$ cat src/rtl/sym_game_ctrl.sv
// Round sequencer for the symbol-counter game: gates the symbol generator, paces it per level,
// scores presses against special symbols and tracks score, level and lives.
module sym_game_ctrl #(
  parameter int unsigned START_MAX  = 100_000_000,
  parameter int unsigned MIN_MAX    = 10_000_000,
  parameter int unsigned STEP       = 5_000_000,
  parameter int unsigned ROUND_SYMS = 16,
  parameter int unsigned WINDOW     = 50_000_000,
  parameter int unsigned COUNTDOWN  = 200_000_000,
  parameter int unsigned LIVES      = 3
) (
  input  logic        Clk100M,
  input  logic        rst_n,
  input  logic        start,
  input  logic        press,
  input  logic        generated,
  input  logic        special,
  output logic        genSym,
  output logic [31:0] symGenMax,
  output logic [1:0]  state,
  output logic [15:0] score,
  output logic [3:0]  level,
  output logic [1:0]  lives,
  output logic        hit,
  output logic        miss,
  output logic        game_over
);

  typedef enum logic [1:0] {
    S_IDLE  = 2'd0,
    S_READY = 2'd1,
    S_PLAY  = 2'd2,
    S_OVER  = 2'd3
  } state_t;

  // Pacing is floored at MIN_MAX; compare in 33 bits so the subtraction never wraps.
  localparam logic [32:0] FLOOR_SUM = 33'(MIN_MAX) + 33'(STEP);

  state_t      state_q, state_d;
  logic [31:0] cd_q, cd_d;
  logic [31:0] sym_q, sym_d;
  logic [31:0] win_q, win_d;
  logic        armed_q, armed_d;
  logic        gen_d, over_d, hit_d, miss_d;
  logic [31:0] max_d;
  logic [15:0] score_d;
  logic [3:0]  level_d;
  logic [1:0]  lives_d;
  logic        begin_game, hit_ev, expire, arm_new, lose;

  assign state = state_q;

  always_ff @(posedge Clk100M or negedge rst_n) begin
    if (!rst_n) begin
      state_q   <= S_IDLE;
      cd_q      <= '0;
      sym_q     <= '0;
      win_q     <= '0;
      armed_q   <= 1'b0;
      genSym    <= 1'b0;
      symGenMax <= 32'(START_MAX);
      score     <= '0;
      level     <= '0;
      lives     <= 2'(LIVES);
      hit       <= 1'b0;
      miss      <= 1'b0;
      game_over <= 1'b0;
    end else begin
      state_q   <= state_d;
      cd_q      <= cd_d;
      sym_q     <= sym_d;
      win_q     <= win_d;
      armed_q   <= armed_d;
      genSym    <= gen_d;
      symGenMax <= max_d;
      score     <= score_d;
      level     <= level_d;
      lives     <= lives_d;
      hit       <= hit_d;
      miss      <= miss_d;
      game_over <= over_d;
    end
  end

  always_comb begin
    state_d    = state_q;
    cd_d       = cd_q;
    sym_d      = sym_q;
    win_d      = win_q;
    armed_d    = armed_q;
    max_d      = symGenMax;
    score_d    = score;
    level_d    = level;
    lives_d    = lives;
    hit_d      = 1'b0;
    miss_d     = 1'b0;
    begin_game = 1'b0;
    hit_ev     = 1'b0;
    expire     = 1'b0;
    arm_new    = 1'b0;
    lose       = 1'b0;

    case (state_q)
      S_IDLE: begin
        if (start) begin_game = 1'b1;
      end
      S_READY: begin
        if (cd_q == '0) state_d = S_PLAY;
        else            cd_d    = cd_q - 32'd1;
      end
      S_PLAY: begin
        // The press is judged against the window as it stood before this cycle's symbol.
        arm_new = generated & special;
        hit_ev  = press & armed_q;
        expire  = armed_q & ~press & (win_q == '0);
        lose    = (press & ~armed_q) | expire | (armed_q & ~press & arm_new);

        if (arm_new) begin
          armed_d = 1'b1;
          win_d   = 32'(WINDOW - 1);
        end else if (hit_ev || expire) begin
          armed_d = 1'b0;
          win_d   = '0;
        end else if (armed_q) begin
          win_d = win_q - 32'd1;
        end

        if (hit_ev && score != 16'hFFFF) score_d = score + 16'd1;
        hit_d = hit_ev;

        if (generated) begin
          if (sym_q == 32'(ROUND_SYMS - 1)) begin
            sym_d = '0;
            if (level != 4'd15) level_d = level + 4'd1;
            if ({1'b0, symGenMax} < FLOOR_SUM) max_d = 32'(MIN_MAX);
            else                               max_d = symGenMax - 32'(STEP);
          end else begin
            sym_d = sym_q + 32'd1;
          end
        end

        if (lose) begin
          miss_d = 1'b1;
          if (lives <= 2'd1) begin
            lives_d = 2'd0;
            state_d = S_OVER;
          end else begin
            lives_d = lives - 2'd1;
          end
        end
      end
      S_OVER: begin
        if (start) begin_game = 1'b1;
      end
      default: state_d = S_IDLE;
    endcase

    if (begin_game) begin
      state_d = S_READY;
      cd_d    = 32'(COUNTDOWN - 1);
      score_d = '0;
      level_d = '0;
      lives_d = 2'(LIVES);
      max_d   = 32'(START_MAX);
      sym_d   = '0;
      win_d   = '0;
      armed_d = 1'b0;
    end

    gen_d  = (state_d == S_PLAY);
    over_d = (state_d == S_OVER);
  end

endmodule

$ cat config.mk
export PLATFORM = sky130hd
export DESIGN_NAME = sym_game_ctrl
export DESIGN_NICKNAME = d
export VERILOG_FILES = /design/src/rtl/sym_game_ctrl.sv
export SDC_FILE = /design/constraint.sdc
export NUM_CORES = 1
export LEC_CHECK = 0
export ABC_AREA = 1
export CORE_ASPECT_RATIO = 1.75
export CORE_MARGIN = 1.5
export CORE_UTILIZATION = 50
export CTS_BUF_LIST = sky130_fd_sc_hd__clkbuf_16
export CTS_CLUSTER_SIZE = 10
export DETAILED_ROUTE_END_ITERATION = 10
export GPL_ROUTABILITY_DRIVEN = 0
export HOLD_SLACK_MARGIN = 0.02
export PLACE_DENSITY = 0.73
export SETUP_SLACK_MARGIN = 0.3
export SLEW_MARGIN = 20
export SYNTH_ARGS = -nofsm -noshare
export SYNTH_HDL_FRONTEND = slang
export SYNTH_SLANG_ARGS = --single-unit
export TNS_END_PERCENT = 5
$ cat constraint.sdc
create_clock -name Clk100M -period 2.5 [get_ports Clk100M]
set_input_delay 0.375 -clock Clk100M [delete_from_list [all_inputs] [get_ports Clk100M]]
set_output_delay 0.375 -clock Clk100M [all_outputs]
set_load 0.005 [all_outputs]
* Word level (Yosys, flattened, before mapping)
Cells that the tools add are included.
** Storage, ports and cells
- Bits of input ports :: 6
- Register bits :: 157
- Logic and storage cells :: 107
** Operators by class
- Bitwise gates (word level) :: 10
- Reductions and logical operators :: 23
- Equality and inequality tests :: 9
- Muxes and demuxes :: 43
- Add/sub/neg operators :: 7
- $lt $le $gt $ge :: 2
** Operator list (number)
- $mux W32 :: 17
- $logic_not A32 Y1 :: 2
- $sub A32 B1 Y32 const B :: 2
- $mux W16 :: 3
- $add A32 B1 Y32 const B :: 1
- $eq A32 B4 Y1 const B :: 1
- $lt A32 B24 Y1 const B :: 1
- $sub A32 B23 Y32 const B :: 1
- $mux W4 :: 5
- $add A16 B1 Y16 const B :: 1
- $mux W2 :: 8
- $ne A16 B16 Y1 const B :: 1
- $reduce_bool A2 Y1 :: 7
- $reduce_and A2 Y1 :: 6
- $mux W1 :: 9
- $eq A2 B2 Y1 const B :: 4
- $and A1 B1 Y1 :: 6
- $add A4 B1 Y4 const B :: 1
- $ne A4 B4 Y1 const B :: 1
- $pmux W2 S2 :: 1
- $reduce_and A4 Y1 :: 1
- $reduce_bool A4 Y1 :: 1
- $reduce_and A3 Y1 :: 1
- $reduce_bool A3 Y1 :: 1
- 10 further kinds :: 12

* Depth between registers and ports, before layout
Gate-level depths: netlist (run 1).
- Depth after elaboration :: 9
- Gate-level depth with buffers :: 16
- Depth with buffers taken out :: 16

* Least setup slack after synthesis (run 1)
No wires, ideal clock.
- Path kind :: reg-to-reg
- Start point :: reg state_q[0], in the netlist state[0]
- End point :: reg cd_q[27]
- Slack :: 628 ps
- Stages on the path, launching flop included :: 8
- Data arrival time :: 1729 ps
- Cell sequence :: dfrtp_1 > inv_1 > ha_1 > nand2_1 > buf_2 > buf_2 > clkbuf_1 > o211ai_1
** On the way
- Word-level cells in the longest chain between the ends :: 5
- Elaborated cells between the ends (all ways) :: 9
** RTL lines
- from (decl) :: RTL line 39 : state_t state_q, state_d;
- from (signal assigned) :: RTL line 69 : state_q <= state_d;
- $eq A2 B2 Y1 or $logic_not A2 Y1 (tied branches) :: RTL line 103 : case (state_q)
- $reduce_or A2 Y1 (no line)
- $mux W1
- $ne A2 B2 Y1 (no line) or $reduce_bool A2 Y1 (tied branches)
- $reduce_and A2 Y1 (no line)
- to (signal assigned) :: RTL line 56 : cd_q <= '0;
- to (signal assigned) :: RTL line 70 : cd_q <= cd_d;
- to (decl) :: RTL line 40 : logic [31:0] cd_q, cd_d;
Several ways; a longest one is shown, not always the timed one.
A chain may end at the register's enable or synchronous reset.

* Final worst setup path (run 1)
- Start point :: reg cd_q[0]
- End point :: reg cd_q[6]
** On the way
- Word-level cells in the longest chain between the ends :: 4
- Elaborated cells between the ends (all ways) :: 7
** RTL lines
- $sub A32 B1 Y32 :: RTL line 109 : else cd_d = cd_q - 32'd1;
- $mux W32 :: RTL line 108 : if (cd_q == '0) state_d = S_PLAY;
- $mux W32 :: RTL line 103
- $mux W32 :: RTL line 158 : if (begin_game) begin
Several ways; a longest one is shown, not always the timed one. The select of a mux whose other input is x is not followed.

==> results.toml, run 1 <==
[clock_tree]
cts_tree = "built"
clk_path_buf_depth = 2
path_clk_slew_ns = 0.06
numCtsBuffers = 17
root_buffer = "clkbuf_16"
clk_latency_ns = 0.44
cts_sinks = 151
h-tree-depth = 4

[die]
dieWidth_um = 110
pin_count = 66
core_area_mm2 = 0.0197
die_h_um = 191
fp-row-count = 68
die-area_mm2 = 0.0211
start_util_pct = 51.2

[power_and_ir_drop]
power.share.sequential_pct = 33.4
p_int_mw = 5.99
power_frac_clock_pct = 26.0
power_frac_comb_pct = 40.7
p_sw_mw = 4.45
ir_drop_mv = 0.539
p_sw_share_pct = 42.6
p_leak_nw = 5.30
power_mw = 10.4
powerDensity_mw_per_mm2 = 896

[layout]
nets = 1556
final_cell_area_mm2 = 0.0117
syn_to_final_growth_pct = 15.5
antenna_cells = 0
fin_util_pct = 59.1
drive_gt1_share_pct = 9.66

[detailed_routing]
routedWlPerCell_um = 15.7
viasPerCell = 5.56
ant_nets = 0
dr.pass1.iters = 5
drt-initial-drc-count = 638
drc = 0
route.vias.total = 9990
routed_wl_um = 28200

[logic_synthesis]
ys_types = 49
ys_seq_area_share_pct = 37.6
syn_avg_cell_area_um2 = 6.86
synthArstFlopShare_pct = 100
synth-seq-cells = 151
synth_edf_count = 0
synth-main-ff-cell = "dfrtp_1"
syn_area_mm2 = 0.0101
synth_cells = 1471
yosysWarningCount = 0

[sta]
fmax_mhz = 467
setup_tns_ns = 0
fin_crit_ns = 2.14
worst_pin_slew_ns = 0.731
slew_violations = 0
setup_viol = 0
holdWs_ns = 0.399
maxSlewHeadroom_pct = 50.8
hold_violations = 0
finalCritPeriodShare_pct = 85.7
skew_ns = 0.0103
rsz0062_at_grt = "yes"

[critical_path]
cpPeakStageDelay_ns = 0.36
path_common_cell = "inv_1"
required_ns = 2.81
worstSetupPathType = "reg -> reg"
crit_path_end_kind = "flop"
cp_slowest_cell = "dfrtp_1"
r2r_slack_ns = 0.36
crit_chain = "inv_1 > ha_2 > inv_1 > nor2_4 > nand4_1 > nand2_2 > buf_6 > inv_1 > nand2_1 > or2_2 > nand3_1"
cp_num_buf_inv = 4
cp_top_family = "simple AND/OR/NAND/NOR gates"
start_kind = "flop"
critPathArrivalTime_ns = 2.45
path_max_fanout = 18

[grt]
grt_antenna_before_repair = 0
grt_start_max_net_pins = 52
grt-ovfl-total = 0
grt_first_pass_wirelength_um = 46900
grt_pass1_vias = 9969
grt_util_all_layers_pct = 27.4

[place]
io_buffers = 59
hpwl_um = 21000
placed_cell_area_mm2 = 0.0110

[run_status]
status = "complete, no violations"

[run]
maxCapViolCount = 0

[min_path]
worstHoldPathType = "in -> async"
==> per-stage QoR <==
stage,worst slack (ns),cells
finish,0.357,1797
global route,0.211,1797
CTS,0.269,1794
detailed placement,0.144,1761
global placement,0.177,1761
floorplan,0.628,1476
==> synth_stat cells (8+ instances only) <==
master / n / area share, %
buf_2: 11 / 0.55
clkbuf_1: 8 / 0.30
nor3_1: 42 / 2.1
nand2_2: 12 / 0.74
buf_4: 9 / 0.67
o21ai_1: 14 / 0.69
ha_1: 11 / 1.4
a21oi_1: 42 / 2.1
nand3_2: 11 / 1.1
inv_1: 151 / 5.6
nor2_2: 22 / 1.4
dfstp_2: 14 / 3.6
nand2_1: 367 / 14
xor2_1: 40 / 3.5
o31ai_1: 8 / 0.59
nor2_1: 219 / 8.1
nand3_1: 136 / 6.7
inv_2: 16 / 0.59
o21ai_0: 96 / 4.8
dfrtp_1: 137 / 34
nand4_1: 36 / 2.2
==> cell usage in the layout, fill, tap and decap left out, types with 5 or more instances in the layout <==
cell	Yosys	final
clkbuf_16	0	17
nor2_4	4	7
o31ai_1	8	8
o21ai_0	96	96
ha_1	11	10
nor4_1	7	6
nor2_1	219	218
inv_2	16	14
a21oi_1	42	42
nand3_1	136	136
buf_4	9	12
conb_1	1	6
nor3_1	42	42
inv_1	151	153
xor2_1	40	40
nand2_2	12	13
o21ai_1	14	14
nand4_1	36	36
nand3_2	11	11
clkdlybuf4s50_1	0	58
dfrtp_1	137	136
nand2_4	3	5
dfstp_2	14	14
nand3b_1	6	6
xnor2_1	7	7
nand2_1	367	364
nor2_2	22	21
==> kinds of logic (layout without fill, tap and decap cells) <==
logic type	count (synthesis)	count (layout)	share of synthesized area (%)
adder cells (fa/ha/maj)	11	11	1.36
other	1	6	0.0371
multiplexers	1	1	0.0991
AO/OA/AOI/OAI	177	177	9.50
XOR/XNOR	47	47	4.08
flip-flops	151	151	37.6
buffers and inverters	203	278	8.36
AND/OR/NAND/NOR	880	881	39.0
==> power by group through the flow <==
stage | registers (mW) | logic [mW] | clock network [mW]
after floorplan | 3.36 | 2.98 | 0
after CTS | 3.47 | 4.16 | 2.75
after global routing | 3.55 | 4.74 | 2.84
final | 3.49 | 4.25 | 2.71
after global placement | 3.50 | 4.03 | 0
after detailed placement | 3.50 | 4.11 | 0
==> registers in the layout, summed over array words and instances, names as in the netlist, 2 cells and up <==
signal     count
win_q         32
score         16
symGenMax     26
sym_q         32
lives          2
cd_q          32
state          2
level          4
==> what timing repair did <==
item,CTS,global route
pin swaps,1,3
hold buffers,1,0
endpoints found under the setup margin,29,102
cloned,0,1
gates resized for setup,5,10
endpoints found under the hold margin,26,0
setup buffers,0,2
==> area by class of cell <==
cell class	instances	area [µm²]
multi-input combinational	1123	5530
clock buffer	17	425
fill	1872	8080
sequential	151	3800
tap	245	307
timing repair buffer	78	786
inverter	168	634
clock inverter	15	188
==> worst paths after layout <==
path / from / endpoint / cells after the start
max in group asynchronous: rst_n / win_q[25] / 3
min in group Clk100M: lives[1] / lives[1] / 2
max: cd_q[0] / cd_q[6] / 11
min: rst_n / cd_q[23] / 2
min reg2reg: lives[1] / lives[1] / 2
max reg2reg: cd_q[0] / cd_q[6] / 11
==> worst register-to-register path, stage by stage (launching register included) <==
cell and delay, ns:
dfrtp_1 0.36, inv_1 0.16, ha_2 0.27, inv_1 0.09
nor2_4 0.17, nand4_1 0.20, nand2_2 0.18, buf_6 0.21
inv_1 0.12, nand2_1 0.09, or2_2 0.10, nand3_1 0.06
==> metal layers <==
metal  part of all wire [%]  track usage [%]  up-vias
li1                       -                -     4897
met1                     38             28.8     4681
met2                     53             52.1      319
met3                    4.3             3.99       93
met4                    4.5             14.8        0
met5                      0                0        -
(Power assumes the default switching activity.)
==> run 2, diff against run 1 <==
CTS_CLUSTER_SIZE = not set   (was 10)
==> results of run 2 <==
No change in the layout: final DEF, timing and power equal those of run 1.
==> run 3, diff against run 2 <==
clock period = 2.6 ns   (was 2.5 ns; I/O delays follow)
==> run 3 against run 2 <==
  * Die area unchanged
  * Via count up 0.18%
  * Clock skew down 0.0026 ns
  * Clock power down 8.1%
  * Largest cell class unchanged
==> results.toml, run 3 (same netlist as run 1, synthesis figures left out) <==
[detailed_routing]
viasPerCell = 5.58
dr.pass1.iters = 6
routed_wl_um = 27900
drt-initial-drc-count = 629
drc = 0
routedWlPerCell_um = 15.6
route.vias.total = 10008
ant_nets = 0

[clock_tree]
cts_tree = "built"
cts_sinks = 151
clk_latency_ns = 0.44
numCtsBuffers = 17
path_clk_slew_ns = 0.07
h-tree-depth = 4
clk_path_buf_depth = 2
root_buffer = "clkbuf_16"

[grt]
grt-ovfl-total = 0
grt_pass1_vias = 9914
grt_start_max_net_pins = 51
grt_util_all_layers_pct = 27.6
grt_antenna_before_repair = 0
grt_first_pass_wirelength_um = 47300

[layout]
final_common_cell = "nand2_1"
nets = 1553
drive_gt1_share_pct = 9.43
antenna_cells = 0
mostFrequentLayoutCells = "nand2_1, nor2_1, inv_1"
syn_to_final_growth_pct = 14.5
fin_util_pct = 58.6
fillers = 1852
reg_top3 = "cd_q: 32 flops, sym_q: 32 flops, win_q: 32 flops"

[power_and_ir_drop]
ir_drop_mv = 0.542
p_leak_nw = 5.26
powerDensity_mw_per_mm2 = 852

[sta]
setup_tns_ns = 0
slew_violations = 0
setup_viol = 0
worst_pin_slew_ns = 0.558
maxSlewHeadroom_pct = 62.5
fin_crit_ns = 2.15
finalCritPeriodShare_pct = 82.6
rsz0062_at_grt = "yes"
skew_ns = 0.00767
fmax_mhz = 466
hold_violations = 0

[critical_path]
reg2reg_from = "state[0]"
reg2reg_to = "win_q[11]"
worstSetupPathType = "reg -> reg"
r2r_slack_ns = 0.45
rr_worst_depth = 8
critPathArrivalTime_ns = 2.47
start_kind = "flop"
path_max_fanout = 10
required_ns = 2.92
crit_path_end_kind = "flop"

[die]
fp-row-count = 68
core_area_mm2 = 0.0197
pin_count = 66
start_util_pct = 51.2
die-area_mm2 = 0.0211
die_h_um = 191
dieWidth_um = 110

[run]
maxCapViolCount = 0

[run_status]
status = "complete, no violations"

[place]
io_buffers = 59
hpwl_um = 21300

[min_path]
worstHoldPathType = "in -> async"
## run 3: power breakdown
group	total, mW	internal, mW	switching, mW	leakage, nW
combinational	3.98	1.33	2.65	3.03
clock	2.49	1.36	1.13	0.287
sequential	3.38	2.81	0.567	1.95
total	9.85	5.50	4.35	5.26
## run 3: stage by stage
| step | std cells | hold slack, ns | setup slack, ns | total power [mW] | cell area [µm²] |
|---|---|---|---|---|---|
| 2_1_floorplan | 1476 | 0.0944 | 0.728 | 6.10 | 10100 |
| 3_3_place_gp | 1761 | 0.369 | 0.325 | 7.23 | 10900 |
| 3_5_place_dp | 1761 | 0.379 | 0.299 | 7.30 | 10900 |
| 4_1_cts | 1794 | 0.487 | 0.397 | 9.82 | 11500 |
| 5_1_grt | 1794 | 0.516 | 0.263 | 10.6 | 11600 |
| 6_report | 1794 | 0.459 | 0.454 | 9.85 | 11600 |
## run 3: area by class of cell
class / count / area (µm²) / share of cell area, %
Clock inverter: 15 / 158 / 1.36
Inverter: 168 / 633 / 5.48
Tap cell: 245 / 307 / 2.65
Clock buffer: 17 / 425 / 3.68
Multi-Input combinational cell: 1122 / 5490 / 47.5
Sequential cell: 151 / 3800 / 32.8
Timing Repair Buffer: 76 / 751 / 6.50
## run 3: timing repair
item	in CTS	in global routing
gates resized for setup	0	5
hold buffers	1	0
setup buffers	0	0
setup endpoints to repair	0	51
endpoints found under the hold margin	41	0
## run 3: routing by layer
metal	up-vias	GRT usage, %	share of wire, %
met4	0	17.6	5.8
met3	115	4.19	4.4
li1	4890	-	-
met2	351	50.0	52
met5	-	0	0
met1	4652	29.9	38
## run 3: how the worst max path moves through the flow
stage,from,end,slack (ns),cells after the start
floorplan,state[0],cd_q[27],0.73,7
global placement,press,win_q[17],0.32,11
detailed placement,press,win_q[21],0.30,11
CTS,state[0],cd_q[19],0.40,7
global route,sym_q[0],symGenMax[14],0.26,11
finish,state[0],win_q[11],0.45,8
## run 3: worst max-delay path, stage by stage, from the launching register on
cell and delay [ns]:
dfrtp_1 0.40, inv_1 0.09, ha_1 0.39, nand2_4 0.16, nand2_1 0.17, nand2_2 0.16
nor4_1 0.43, xnor2_1 0.17, nor2_1 0.06
